**config.mk**
```make
export PLATFORM = sky130hd
export DESIGN_NAME = uart_tx
export DESIGN_NICKNAME = d
export VERILOG_FILES = /design/src/rtl/uart_tx.sv
export SDC_FILE = /design/constraint.sdc
export NUM_CORES = 1
export LEC_CHECK = 0
export CAP_MARGIN = 20
export CORE_UTILIZATION = 50
export DETAILED_ROUTE_END_ITERATION = 8
export PLACE_DENSITY = 0.72
export SYNTH_ARGS = -nofsm -noshare
export SYNTH_HDL_FRONTEND = slang
export SYNTH_SLANG_ARGS = --single-unit
```
**constraint.sdc**
```tcl
create_clock -name clk -period 4.1 [get_ports clk]
set_input_delay 1.23 -clock clk [delete_from_list [all_inputs] [get_ports clk]]
set_output_delay 1.23 -clock clk [all_outputs]
set_load 0.005 [all_outputs]
```
**src/rtl/uart_tx.sv**
```systemverilog
// -----------------------------------------------------------------------------
// uart_tx
//
// UART serial transmitter. Bytes arrive over a valid/ready handshake into a
// one-entry holding register and are serialised on tx as: start bit, 8 data
// bits LSB first, optional parity bit, then 1 or 2 stop bits. The holding
// register can be refilled while a frame is in flight, so consecutive bytes go
// out back to back with no idle gap.
//
// Ports:
//   clk            system clock, rising edge
//   rst_n          asynchronous active-low reset
//   tx_data[7:0]   byte to send
//   tx_valid       tx_data is valid
//   tx_ready       holding register empty (registered)
//   baud_divisor   clocks per bit, 0 treated as 1, latched at frame start
//   i_parity_type  00 none, 01 even, 10 odd, 11 mark; latched at frame start
//   i_stop_bits    0: one stop bit, 1: two stop bits; latched at frame start
//   tx             serial line, idle high, registered
//   tx_busy        a frame is in progress
//   tx_done        high during the final clock of the last stop bit
// -----------------------------------------------------------------------------
module uart_tx #(
   parameter int DATA_BITS = 8,
   parameter int CLK_FREQ  = 50000000
) (
   input  logic        clk,
   input  logic        rst_n,
   input  logic [7:0]  tx_data,
   input  logic        tx_valid,
   output logic        tx_ready,
   input  logic [15:0] baud_divisor,
   input  logic [1:0]  i_parity_type,
   input  logic        i_stop_bits,
   output logic        tx,
   output logic        tx_busy,
   output logic        tx_done
);

   // The frame format is fixed at 8 data bits; CLK_FREQ only documents the
   // clock the divisor was computed for.
   if (DATA_BITS != 8 || CLK_FREQ <= 0) begin : g_param_check
      $error("uart_tx: unsupported parameter override");
   end

   localparam logic [2:0] S_IDLE   = 3'd0;
   localparam logic [2:0] S_START  = 3'd1;
   localparam logic [2:0] S_DATA   = 3'd2;
   localparam logic [2:0] S_PARITY = 3'd3;
   localparam logic [2:0] S_STOP   = 3'd4;

   localparam logic [2:0] LAST_BIT = 3'(DATA_BITS - 1);

   logic [2:0]  r_state;
   logic [7:0]  r_hold;
   logic        r_hold_full;
   logic        r_tx_ready;
   logic [7:0]  r_shift;
   logic [2:0]  r_bit_idx;
   logic [15:0] r_cnt;
   logic [15:0] r_div;
   logic        r_par_en;
   logic        r_par_bit;
   logic        r_stop2;
   logic        r_stop_second;
   logic        r_tx;

   logic        w_accept;
   logic        w_bit_end;
   logic        w_last_stop;
   logic        w_frame_end;
   logic        w_load;
   logic [15:0] w_div;
   logic        w_par_bit;

   assign w_accept    = tx_valid && r_tx_ready;
   assign w_bit_end   = (r_cnt == r_div - 16'd1);
   assign w_last_stop = r_stop_second || !r_stop2;
   assign w_frame_end = (r_state == S_STOP) && w_bit_end && w_last_stop;
   // A frame starts from IDLE as soon as a byte is held, or straight out of the
   // last stop bit when the next byte is already waiting.
   assign w_load      = r_hold_full && ((r_state == S_IDLE) || w_frame_end);
   assign w_div       = (baud_divisor == 16'd0) ? 16'd1 : baud_divisor;

   always_comb begin
      w_par_bit = 1'b1;
      case (i_parity_type)
         2'b01:   w_par_bit = ^r_hold;
         2'b10:   w_par_bit = ~^r_hold;
         default: w_par_bit = 1'b1;
      endcase
   end

   // Holding register. Acceptance and load never coincide: tx_ready is low
   // whenever the register is full, and a load needs it full.
   // NOTE: sequential state uses non-blocking assignments so every register
   // samples the pre-edge values of the others.
   always_ff @(posedge clk or negedge rst_n) begin
      if (!rst_n) begin
         r_hold      <= 8'd0;
         r_hold_full <= 1'b0;
         r_tx_ready  <= 1'b1;
      end else if (w_accept) begin
         r_hold      <= tx_data;
         r_hold_full <= 1'b1;
         r_tx_ready  <= 1'b0;
      end else if (w_load) begin
         r_hold_full <= 1'b0;
         r_tx_ready  <= 1'b1;
      end
   end

   // Bit timer: counts 0..div-1 within each bit, held at 0 while idle so every
   // frame starts from a clean count.
   always_ff @(posedge clk or negedge rst_n) begin
      if (!rst_n) begin
         r_cnt <= 16'd0;
      end else if (r_state == S_IDLE || w_bit_end) begin
         r_cnt <= 16'd0;
      end else begin
         r_cnt <= r_cnt + 16'd1;
      end
   end

   // Frame sequencer. The value for the next bit is registered onto tx at the
   // bit_end that leaves the current bit, so tx changes exactly on bit edges.
   always_ff @(posedge clk or negedge rst_n) begin
      if (!rst_n) begin
         r_state       <= S_IDLE;
         r_shift       <= 8'd0;
         r_bit_idx     <= 3'd0;
         r_div         <= 16'd1;
         r_par_en      <= 1'b0;
         r_par_bit     <= 1'b0;
         r_stop2       <= 1'b0;
         r_stop_second <= 1'b0;
         r_tx          <= 1'b1;
      end else if (w_load) begin
         r_state       <= S_START;
         r_shift       <= r_hold;
         r_bit_idx     <= 3'd0;
         r_div         <= w_div;
         r_par_en      <= |i_parity_type;
         r_par_bit     <= w_par_bit;
         r_stop2       <= i_stop_bits;
         r_stop_second <= 1'b0;
         r_tx          <= 1'b0;
      end else begin
         case (r_state)
            S_IDLE: begin
               r_tx <= 1'b1;
            end
            S_START: begin
               if (w_bit_end) begin
                  r_state   <= S_DATA;
                  r_bit_idx <= 3'd0;
                  r_tx      <= r_shift[0];
               end
            end
            S_DATA: begin
               if (w_bit_end) begin
                  if (r_bit_idx == LAST_BIT) begin
                     r_stop_second <= 1'b0;
                     if (r_par_en) begin
                        r_state <= S_PARITY;
                        r_tx    <= r_par_bit;
                     end else begin
                        r_state <= S_STOP;
                        r_tx    <= 1'b1;
                     end
                  end else begin
                     r_shift   <= r_shift >> 1;
                     r_bit_idx <= r_bit_idx + 3'd1;
                     r_tx      <= r_shift[1];
                  end
               end
            end
            S_PARITY: begin
               if (w_bit_end) begin
                  r_state       <= S_STOP;
                  r_stop_second <= 1'b0;
                  r_tx          <= 1'b1;
               end
            end
            S_STOP: begin
               if (w_bit_end) begin
                  if (!w_last_stop) begin
                     r_stop_second <= 1'b1;
                  end else begin
                     r_state <= S_IDLE;
                  end
               end
               r_tx <= 1'b1;
            end
            default: begin
               r_state <= S_IDLE;
               r_tx    <= 1'b1;
            end
         endcase
      end
   end

   assign tx       = r_tx;
   assign tx_ready = r_tx_ready;
   assign tx_busy  = (r_state != S_IDLE);
   assign tx_done  = w_frame_end;

endmodule

```
# [After elaboration in Yosys (flattened, before gate mapping)]
# Index checks and enable logic that the tools add are counted.
[classes] n_addsub=3 eq_ne=18 mux=39 reduce_logical=24
[ops] op="3-bit 2-to-1 mux" n=12
[ops] op="16-bit 2-to-1 mux" n=2
[ops] op="8-bit 2-to-1 mux" n=4
[ops] op="3-bit inequality test (second input constant)" n=8
[ops] op="16-bit by 1-bit adder with 16-bit output (second input constant)" n=1
[ops] op="16-bit equality test" n=1
[ops] op="16-bit logical NOT" n=1
[ops] op="1-bit 2-to-1 mux" n=16
[ops] op="16-bit by 1-bit subtractor with 16-bit output (second input constant)" n=1
[ops] op="3-bit one-hot mux with 5 select lines" n=1
[ops] op="8-bit XNOR reduction" n=1
[ops] op="8-bit XOR reduction" n=1
[ops] op="7-bit AND reduction" n=1
[ops] op="3-bit by 2-bit equality test with 1-bit output (second input constant)" n=2
[ops] op="3-bit equality test (second input constant)" n=2
[ops] op="1-bit one-hot mux with 3 select lines" n=2
[ops] op="3-bit one-hot mux with 2 select lines" n=1
[ops] op="3-bit AND reduction" n=2
[ops] op="6-bit AND reduction" n=1
[ops] op="2-bit nonzero test" n=3
[ops] op="3-bit nonzero test" n=2
[ops] op="1-bit logical AND" n=4
[ops] op="2-bit inequality test (second input constant)" n=2
[ops] op="4-bit AND reduction" n=1
[ops] op="10 further kinds" n=12
[totals] ff_bits=61 in_bits=30 output_inout_bits=4 word_cells=97

# [Depth between registers and ports, before layout]
# Gate-level depths: netlist of the first run.
[logic_depth] word_depth=8 mapped_depth=14 ltp_nobuf=10

# [Worst setup path before layout of the first run]
# Ideal clock, no wire load.
[synth_timing] path_kind="flip-flop to output port" from="register r_div[0]" to="output tx_done" t_arrival_ns=2.534 required_ns=2.870 path_slack_ns=0.336 path_stages_with_launch=12 n_path_buf=2 cell_sequence="dfstp_2 buf_2 inv_1 ha_1 buf_2 nor3_1 nand2_1 o22ai_1 a311o_1 nand4_2 or4_1 nor2_1"
[synth_between] elab_chain_cells=4
[synth_lines] element="start: declaration" line="61" text="logic [15:0] r_div;"
[synth_lines] element="start signal: assignment" line="142" text="r_div <= w_div;"
[synth_lines] element="16-bit by 1-bit subtractor with 16-bit output" line="77" text="assign w_bit_end = (r_cnt == r_div - 16'd1);"
[synth_lines] element="16-bit equality test" line="77"
[synth_lines] element="1-bit logical AND (2 in series)" line="79" text="assign w_frame_end = (r_state == S_STOP) && w_bit_end && w_last_stop;"
[synth_lines] element="end: declaration" line="37" text="output logic tx_done"
# Every way passes these cells.

# [Worst setup path after layout of the first run]
[layout_timing] from="register r_div[1]" to="output tx_done"
# Same word-level chain as after synthesis.

==> flow_metrics.tcl, run 1 <==
set metrics [dict create \
    status "completed" \
    viasPerCell 5.87 \
    first_global_vias 3024 \
    remaining_drc_errors 0 \
    worstPathCellList "buf_6 -> nor4_4 -> and4_4 -> mux2i_1 -> o22ai_2 -> or4_4 -> nor2_4 -> dlygate4sd2_1" \
    min_path_cells 1 \
    synth-seq-cells 61 \
    crit_cells 8 \
    ys_seq_area_frac 0.416 \
    cts-root-buf "clkbuf_8" \
    die_w_um 87.8 \
    setup-violations-final 0 \
    hpwl_mm 6.08 \
    hold_viol 0 \
    post-route-min-period_ns 4.03 \
    avgSynthCellArea_sq_um 10.1 \
    multi_input_area_sq_mm 0.00216 \
    detail_route.wl_per_cell_um 17.5 \
    antenna_cells 0 \
    rr_worst_depth 25 \
    slowest_stage "or4_4" \
    fillers 518 \
    worst_pin_slew_ns 0.578 \
    r2r_start "r_div[1]" \
    path_class "reg -> out" \
    synthArstFlopShare 1.00 \
    ios 34 \
    clockBufferDepth 2 \
    clkTransAtPathRegs_ns 0.07 \
    dieHeight_um 87.8 \
    crit_buf_inv 2 \
    globalRouteTotalUtil 0.259 \
    dr.first_iter.drc_count 233 \
    gp_congestion 0.865 \
    clock_skew_ns 0.0167 \
    drv_cap 0 \
    holdBufCountCts 0 \
    critPathMaxFanout 4 \
    final.period_utilization 0.982 \
    cp.required_ns 2.87 \
    numCtsBuffers 9 \
    synthFlopType "dfrtp_1" \
    dieArea_sq_mm 0.00771 \
    drtPass1Iterations 6 \
    postLayoutCellArea_sq_mm 0.00476 \
    yosys_warnings 0 \
    antenna_found_initial 0 \
    hp-start "r_div[15]" \
    cp-start-kind "flop" \
    numPortBuffers 33 \
    dr_total_vias 3163 \
    drv_slew 0 \
    wl_mm 9.42 \
    synthCells 366 \
    grt_pass1_wl_mm 15.0 \
    leakagePower_nw 2.01 \
    drive_gt1_frac 0.269 \
    seq_area_sq_mm 0.00154 \
    cts_tree "built" \
    drtAntennaViolNets 0 \
    hold_end "r_div[15]" \
    start_util 0.530 \
    rows 30 \
    fmax_mhz 248 \
    max-vdd-ir-drop_mv 0.342 \
    critPathTopFamily "simple AND/OR/NAND/NOR gates" \
    r2r-end "r_hold_full" \
    rsz0062_at_grt "true" \
    synth_cell_types 60 \
    max_stage_delay_ns 0.56 \
    cts_sinks 61 \
    total_power_mw 3.35 \
    clk_latency_ns 0.35 \
    rrSetupSlack_ns 0.13 \
    netlist_area_sq_mm 0.00368 \
    htreeDepth 3 \
    crit_path_end_kind "primary output" \
    synth_edf_count 0 \
    slew_headroom 0.614 \
    cellPowerDensity_mw_per_mm2 704 \
    grt_max_degree 51 \
    postPlaceCellArea_sq_mm 0.00418 \
    overflow 0 \
    area_growth_syn_to_layout_pct 29.3 \
    synth_fp_nets 403 \
    hold_class "reg -> reg" \
    core_area_sq_mm 0.00694 \
    timing.critical_path.arrival_ns 2.80 \
    final_nets 476 \
]
## layout make-up
type / count / share of cell area
timing repair buffer: 76 / 0.140
tap: 96 / 0.0252
clock buffer: 12 / 0.0347
multi-input combinational: 279 / 0.454
sequential: 61 / 0.323
clock inverter: 3 / 0.0142
inverter: 12 / 0.00947
## cells in the final DEF, fill, tap and decap left out, types with 4 or more instances in the layout
cell	instances
a21oi_1	16
a31oi_1	5
and3_1	5
buf_4	40
clkbuf_8	12
clkdlybuf4s50_1	31
dfrtp_1	54
dfrtp_2	4
ha_1	6
inv_1	11
mux2_1	4
mux2_2	19
mux2_4	7
mux2i_1	9
nand2_1	25
nand3_1	20
nand4_1	4
nor2_1	35
nor3_1	4
o21ai_0	12
o31ai_1	4
xnor2_1	26
xor2_1	15
## synthesized netlist by cell type, types with 2 or more instances
cell type | count | area share
dfrtp_1 | 58 | 0.39
nor2_1 | 37 | 0.038
xnor2_1 | 27 | 0.064
nand2_1 | 25 | 0.026
nand3_1 | 22 | 0.030
mux2_2 | 19 | 0.058
a21oi_1 | 16 | 0.022
xor2_1 | 15 | 0.036
inv_1 | 12 | 0.012
o21ai_0 | 12 | 0.016
mux2i_1 | 10 | 0.027
clkbuf_1 | 7 | 0.0071
ha_1 | 7 | 0.024
mux2_4 | 7 | 0.029
buf_2 | 6 | 0.0082
nor3_1 | 6 | 0.0082
a31oi_1 | 5 | 0.0085
and3_1 | 5 | 0.0085
mux2_1 | 4 | 0.012
nand4_1 | 4 | 0.0068
nor3b_1 | 4 | 0.0082
o22ai_1 | 4 | 0.0068
o31ai_1 | 4 | 0.0082
dfstp_2 | 3 | 0.021
nand4b_1 | 3 | 0.0071
nor2b_1 | 3 | 0.0051
nor4_1 | 3 | 0.0051
o211ai_1 | 3 | 0.0061
a41oi_1 | 2 | 0.0048
buf_6 | 2 | 0.0061
o21ai_1 | 2 | 0.0027
## cells by family after synthesis
family / Yosys count / share of synthesized area
flops: 61 / 0.416
buf+inv: 27 / 0.0337
fa+ha+maj: 7 / 0.0238
xor+xnor: 42 / 0.100
simple gates: 127 / 0.186
mux: 40 / 0.126
compound gates: 62 / 0.115
## timing repair
item | in CTS | in global routing
setup endpoints to repair | 1 | 2
setup buffers | 18 | 6
resized for setup | 14 | 15
pin swaps | 5 | 12
gates cloned | 1 | 0
## where the power goes
group | leakage, nW | internal (mW) | switching (mW)
logic | 1.15 | 0.818 | 0.770
clock network | 0.115 | 0.389 | 0.249
registers | 0.754 | 0.839 | 0.286
total | 2.01 | 2.05 | 1.30
## metal layers
layer  GRT usage  up-vias  share of wire
met5           0        -              0
met4      0.0939        0          0.021
met3      0.0509       19          0.053
met2       0.417      125           0.48
met1       0.349     1559           0.44
li1            -     1460              -
## how the worst max path moves through the flow
stage,slack [ns],start,to
global placement,0.05,r_div[1],tx_done
detailed placement,-0.10,r_div[1],tx_done
CTS,0.06,r_div[0],tx_done
global route,-0.04,r_div[1],r_hold_full
floorplan,0.34,r_div[0],tx_done
finish,0.07,r_div[1],tx_done
## registers in the layout, summed over array words and instances (netlist names), 3 cells and up
| register | cells |
|---|---|
| r_hold | 8 |
| r_cnt | 16 |
| r_shift | 8 |
| r_state | 3 |
| r_bit_idx | 3 |
| r_div | 16 |
## stage by stage
step	hold WS [ns]	utilization	instances	setup slack (ns)	setup TNS (ns)
2_1_floorplan	0.473	-	366	0.336	0
3_5_place_dp	0.522	0.602	498	-0.105	-0.105
3_3_place_gp	0.517	0.602	498	0.0457	0
5_1_grt	0.567	0.685	539	-0.0356	-0.0658
6_report	0.536	0.685	539	0.0735	0
4_1_cts	0.538	0.667	532	0.0559	0
No activity file was read; power rests on OpenSTA's default activity.
==> run 2, diff against run 1 <==
==> constraint.sdc (replaced) <==
create_clock -name clk -period 4.09 [get_ports clk]
set_input_delay 1.227 -clock clk [delete_from_list [all_inputs] [get_ports clk]]
set_output_delay 1.227 -clock clk [all_outputs]
set_load 0.005 [all_outputs]
==> run 2 against run 1 <==
  * Combinational power shrank 3%
  * Final area shrank 4.4%
  * Final cell count shrank 3.7%
  * Count of clock-buffer cells in the layout is the same
  * Total power shrank 5.6%
  * Hold slack gained 0.0065 ns
  * Clock power shrank 23%
  * Global-route usage shrank 1.1 points
  * Flip-flop and latch count is the same
  * Utilization shrank 3.0 points
  * Wire length shrank 8.4%
  * Critical endpoint unchanged
  * Largest cell class unchanged
==> flow_metrics.tcl, run 2 (same netlist as run 1, synthesis figures left out) <==
set metrics [dict create \
    status "completed" \
    r2r_start "r_div[1]" \
    final_cell_mix "dfrtp_1, nor2_1, clkdlybuf4s50_1" \
    cellPowerDensity_mw_per_mm2 696 \
    max-vdd-ir-drop_mv 0.356 \
    drv_cap 0 \
    setup-violations-final 0 \
    setup_tns_ns 0 \
    start_util 0.530 \
    whs_ns 0.542 \
    r2r-end "r_div[15]" \
    path_class "reg -> out" \
    first_global_vias 2916 \
    globalRouteTotalUtil 0.248 \
    total_power_mw 3.16 \
    dr.first_iter.drc_count 196 \
    cts_tree "built" \
    fmax_mhz 256 \
    post-route-min-period_ns 3.90 \
    clkTransAtPathRegs_ns 0.07 \
    dieArea_sq_mm 0.00771 \
    gp_congestion 0.846 \
    seq_area_sq_mm 0.00153 \
    critPathTopFamily "simple AND/OR/NAND/NOR gates" \
    dr_total_vias 3047 \
    crit_buf_inv 2 \
    max_stage_delay_ns 0.56 \
    detail_route.wl_per_cell_um 16.6 \
    rr_worst_depth 10 \
    layout_commonest_cell "dfrtp_1" \
    top_regs "r_cnt x16, r_div x16" \
    hpwl_mm 6.01 \
    antenna_found_initial 0 \
    critPathMaxFanout 5 \
    timing.critical_path.arrival_ns 2.68 \
    remaining_drc_errors 0 \
    numCtsBuffers 9 \
    clock_skew_ns 0.00368 \
    grt_max_degree 51 \
    ios 34 \
    hold_class "reg -> reg" \
    min_path_cells 1 \
    cts_sinks 61 \
    final_core_util 0.655 \
    htreeDepth 3 \
    hold_viol 0 \
    viasPerCell 5.87 \
    drtAntennaViolNets 0 \
    rows 30 \
    worstPathCellList "buf_4 -> nor4_4 -> and4_4 -> mux2i_1 -> o22ai_2 -> or4_4 -> nor2_4 -> clkbuf_2" \
    clockBufferDepth 2 \
    cp.required_ns 2.86 \
    hp-start "r_stop2" \
    cts-root-buf "clkbuf_8" \
    overflow 0 \
    drv_slew 0 \
    worst_pin_slew_ns 0.631 \
    numPortBuffers 33 \
    final.period_utilization 0.954 \
    cp-start-kind "flop" \
    clk_latency_ns 0.34 \
    wl_mm 8.63 \
    dieHeight_um 87.8 \
    multi_input_area_sq_mm 0.00217 \
    rrSetupSlack_ns 0.89 \
    area_growth_syn_to_layout_pct 23.6 \
    die_w_um 87.8 \
    crit_path_end_kind "primary output" \
    hold_end "r_stop2" \
    slowest_stage "or4_4" \
    final_nets 455 \
    drtPass1Iterations 5 \
    drive_gt1_frac 0.225 \
    leakagePower_nw 1.88 \
    slew_headroom 0.579 \
    antenna_cells 0 \
    rsz0062_at_grt "false" \
    fillers 568 \
    grt_pass1_wl_mm 14.3 \
    core_area_sq_mm 0.00694 \
]
==> run 2: worst max-delay path by stage <==
stage | slack (ns) | start | cells past startpoint | end
after floorplan | 0.33 | r_div[0] | 11 | tx_done
after global placement | 0.04 | r_div[1] | 8 | tx_done
after detailed placement | -0.05 | r_div[1] | 9 | tx_done
after CTS | 0.06 | r_div[0] | 8 | tx_done
after global routing | 0.07 | r_div[4] | 9 | tx_done
final | 0.19 | r_div[1] | 8 | tx_done
==> run 2: cell type report <==
cell class,instances,area share
clock buffers,12,0.0341
well taps,96,0.0264
repair buffers,55,0.111
clock inverters,4,0.00495
inverters,12,0.00991
multi-input cells,279,0.476
flip-flops and latches,61,0.337
==> run 2: routing by layer <==
| metal | GRT usage | share of wire |
|---|---|---|
| met5 | 0 | 0 |
| met2 | 0.386 | 0.46 |
| met1 | 0.343 | 0.47 |
| met3 | 0.0349 | 0.045 |
| met4 | 0.116 | 0.022 |
==> run 2: timing repair <==
| action | CTS | global route |
|---|---|---|
| buffers inserted | 1 | 0 |
| hold buffers | 0 | 0 |
| pin swaps | 4 | 6 |
| endpoints found under the hold margin | 0 | 0 |
| gates resized for setup | 14 | 12 |
| gates cloned | 1 | 0 |
| setup endpoints to repair | 1 | 1 |
==> run 2: worst reg2reg max path, stage by stage, from the launching register on <==
cell and delay [ns]:
dfrtp_1 0.38, buf_4 0.17, nor4_4 0.38, and4_4 0.29, mux2i_1 0.21, o22ai_2 0.13, nand4b_4 0.25, o31ai_4 0.24
buf_4 0.22, and2_4 0.43, mux2_2 0.40
==> run 2: through the flow <==
stage	instances	setup slack (ns)	cell area, sq um
after floorplan	366	0.329	3680
after global placement	500	0.0390	4200
after detailed placement	500	-0.0475	4200
after CTS	518	0.0618	4470
after global routing	519	0.0729	4550
final	519	0.188	4550
==> run 2: power by group <==
group	leakage [nW]	internal [mW]	switching, mW	total, mW
Sequential	0.756	0.839	0.283	1.12
Clock	0.0921	0.250	0.241	0.490
Combinational	1.03	0.801	0.751	1.55
Total	1.88	1.89	1.28	3.16
==> run 3, diff against run 2 <==
--- a/config.mk
+++ b/config.mk
@@ -5,10 +5,10 @@
 export SDC_FILE = /design/constraint.sdc
 export NUM_CORES = 1
 export LEC_CHECK = 0
-export CAP_MARGIN = 20
 export CORE_UTILIZATION = 50
 export DETAILED_ROUTE_END_ITERATION = 8
 export PLACE_DENSITY = 0.72
+export RECOVER_POWER = 50
 export SYNTH_ARGS = -nofsm -noshare
 export SYNTH_HDL_FRONTEND = slang
 export SYNTH_SLANG_ARGS = --single-unit
==> run 3 against run 2 <==
  * Flip-flop and latch count did not move
  * First-iteration DRC count fell by 3.1%
  * Hold slack got worse by 0.0033 ns
  * Largest power group unchanged
  * Clock skew rose by 0.0014 ns
  * Sequential share of layout area rose by 0.23 points
  * Critical endpoint unchanged
  * Non-clock buffer count fell by 1
  * Highest routed layer unchanged
  * Sequential power barely moved
  * Die area did not move
  * Largest cell class unchanged
  * Combinational power barely moved
==> flow_metrics.tcl, run 3 (same netlist as run 1, synthesis figures left out) <==
set metrics [dict create \
    status "completed" \
    numCtsBuffers 9 \
    final.period_utilization 0.952 \
    remaining_drc_errors 0 \
    clk_latency_ns 0.34 \
    crit_path_end_kind "primary output" \
    cts_sinks 61 \
    clockPowerShare 0.154 \
    hpwl_mm 6.01 \
    drv_slew 0 \
    placed_cells 500 \
    cts-root-buf "clkbuf_8" \
    clkTransAtPathRegs_ns 0.07 \
    wl_mm 8.60 \
    grt_max_degree 51 \
    whs_ns 0.539 \
    cp.required_ns 2.86 \
    p_sw_mw 1.27 \
    postLayoutCellArea_sq_mm 0.00452 \
    clock_skew_ns 0.00506 \
    dr_total_vias 2988 \
    ios 34 \
    start_util 0.530 \
    core_area_sq_mm 0.00694 \
    viasPerCell 5.77 \
    area_growth_syn_to_layout_pct 22.7 \
    max-vdd-ir-drop_mv 0.355 \
    cellPowerDensity_mw_per_mm2 699 \
    setup_tns_ns 0 \
    numPortBuffers 33 \
    grt_pass1_wl_mm 14.3 \
    rrSetupSlack_ns 0.90 \
    first_global_vias 2916 \
    drive_gt1_frac 0.220 \
    detail_route.wl_per_cell_um 16.6 \
    hold_viol 0 \
    intPower_mw 1.89 \
    htreeDepth 3 \
    gp_congestion 0.846 \
    combPwrFrac 0.490 \
    hold_class "reg -> reg" \
    postPlaceCellArea_sq_mm 0.00420 \
    path_class "reg -> out" \
    fin_ws_ns 0.197 \
    antenna_cells 0 \
    die_w_um 87.8 \
    top_regs "r_cnt x16, r_div x16" \
    leakagePower_nw 1.86 \
    holdBufCountCts 0 \
    fmax_mhz 257 \
    cts_tree "built" \
    globalRouteTotalUtil 0.248 \
    final_cell_mix "dfrtp_1, nor2_1, clkdlybuf4s50_1" \
    overflow 0 \
    sw_frac_of_total 0.403 \
    rows 30 \
    dr.first_iter.drc_count 190 \
    dp_slack_ns -0.0475 \
    final_core_util 0.650 \
    dieHeight_um 87.8 \
    total_power_mw 3.16 \
    dieArea_sq_mm 0.00771 \
    drtPass1Iterations 5 \
    cp-start-kind "flop" \
    layout_commonest_cell "dfrtp_1" \
    post-route-min-period_ns 3.89 \
    critPathMaxFanout 5 \
    rsz0062_at_grt "false" \
    drtAntennaViolNets 0 \
    final_nets 454 \
    drv_cap 0 \
    clockBufferDepth 2 \
    setup-violations-final 0 \
    layoutNonFillerInstCount 518 \
    slew_headroom 0.258 \
    antenna_found_initial 0 \
    pwr-share-seq 0.356 \
    timing.critical_path.arrival_ns 2.67 \
    worst_pin_slew_ns 1.11 \
]
[run 3: cell types whose count changed in the layout (fill, tap and decap cells not counted)]
cell and change:
buf_16 -1, buf_4 -1, clkbuf_1 +1, clkdlybuf4s50_1 -1, dlygate4sd3_1 +1
[run 3: routing by layer]
| layer | vias up | routed length (um) | track usage |
|---|---|---|---|
| li1 | 1408 | - | - |
| met1 | 1472 | 4070 | 0.343 |
| met2 | 92 | 3990 | 0.386 |
| met3 | 16 | 353 | 0.0349 |
| met4 | 0 | 185 | 0.116 |
| met5 | - | 0 | 0 |
[run 3: cell type report]
| type | count | area (sq um) |
|---|---|---|
| multi-input cells | 279 | 2170 |
| clock inverters | 4 | 22.5 |
| repair buffers | 54 | 474 |
| well taps | 96 | 120 |
| inverters | 12 | 45.0 |
| clock buffers | 12 | 155 |
| flip-flops and latches | 61 | 1530 |
| fillers | 572 | 2430 |
[run 3: worst paths after layout]
check | start | to | cells past startpoint
worst max register to register | r_div[1] | r_div[15] | 10
worst min register to register | r_stop2 | r_stop2 | 1
max in group asynchronous | rst_n | r_shift[1] | 2
worst max-delay path | r_div[1] | tx_done | 8
min in group asynchronous | rst_n | r_cnt[8] | 1
worst min-delay path | r_stop2 | r_stop2 | 1
[run 3: critical path, cell delays in order (launching register included)]
cell,delay [ns]
dfrtp_1,0.38
buf_4,0.17
nor4_4,0.38
and4_4,0.29
mux2i_1,0.21
o22ai_2,0.13
or4_4,0.56
nor2_4,0.10
clkbuf_2,0.12
[run 3: power by group through the flow]
stage          combinational, mW  clock, mW  sequential (mW)
2_1_floorplan               1.05          0             1.02
6_report                    1.55      0.487             1.12
3_5_place_dp                1.40          0             1.09
4_1_cts                     1.50      0.497             1.10
5_1_grt                     1.68      0.524             1.15
3_3_place_gp                1.36          0             1.08
[run 3: repair_timing]
action                                 in CTS  in global routing
endpoints found under the hold margin       0                  0
buffers inserted                            1                  0
gates resized for setup                    14                 12
gates cloned                                1                  0
pin swaps                                   4                  6
setup endpoints to repair                   1                  1
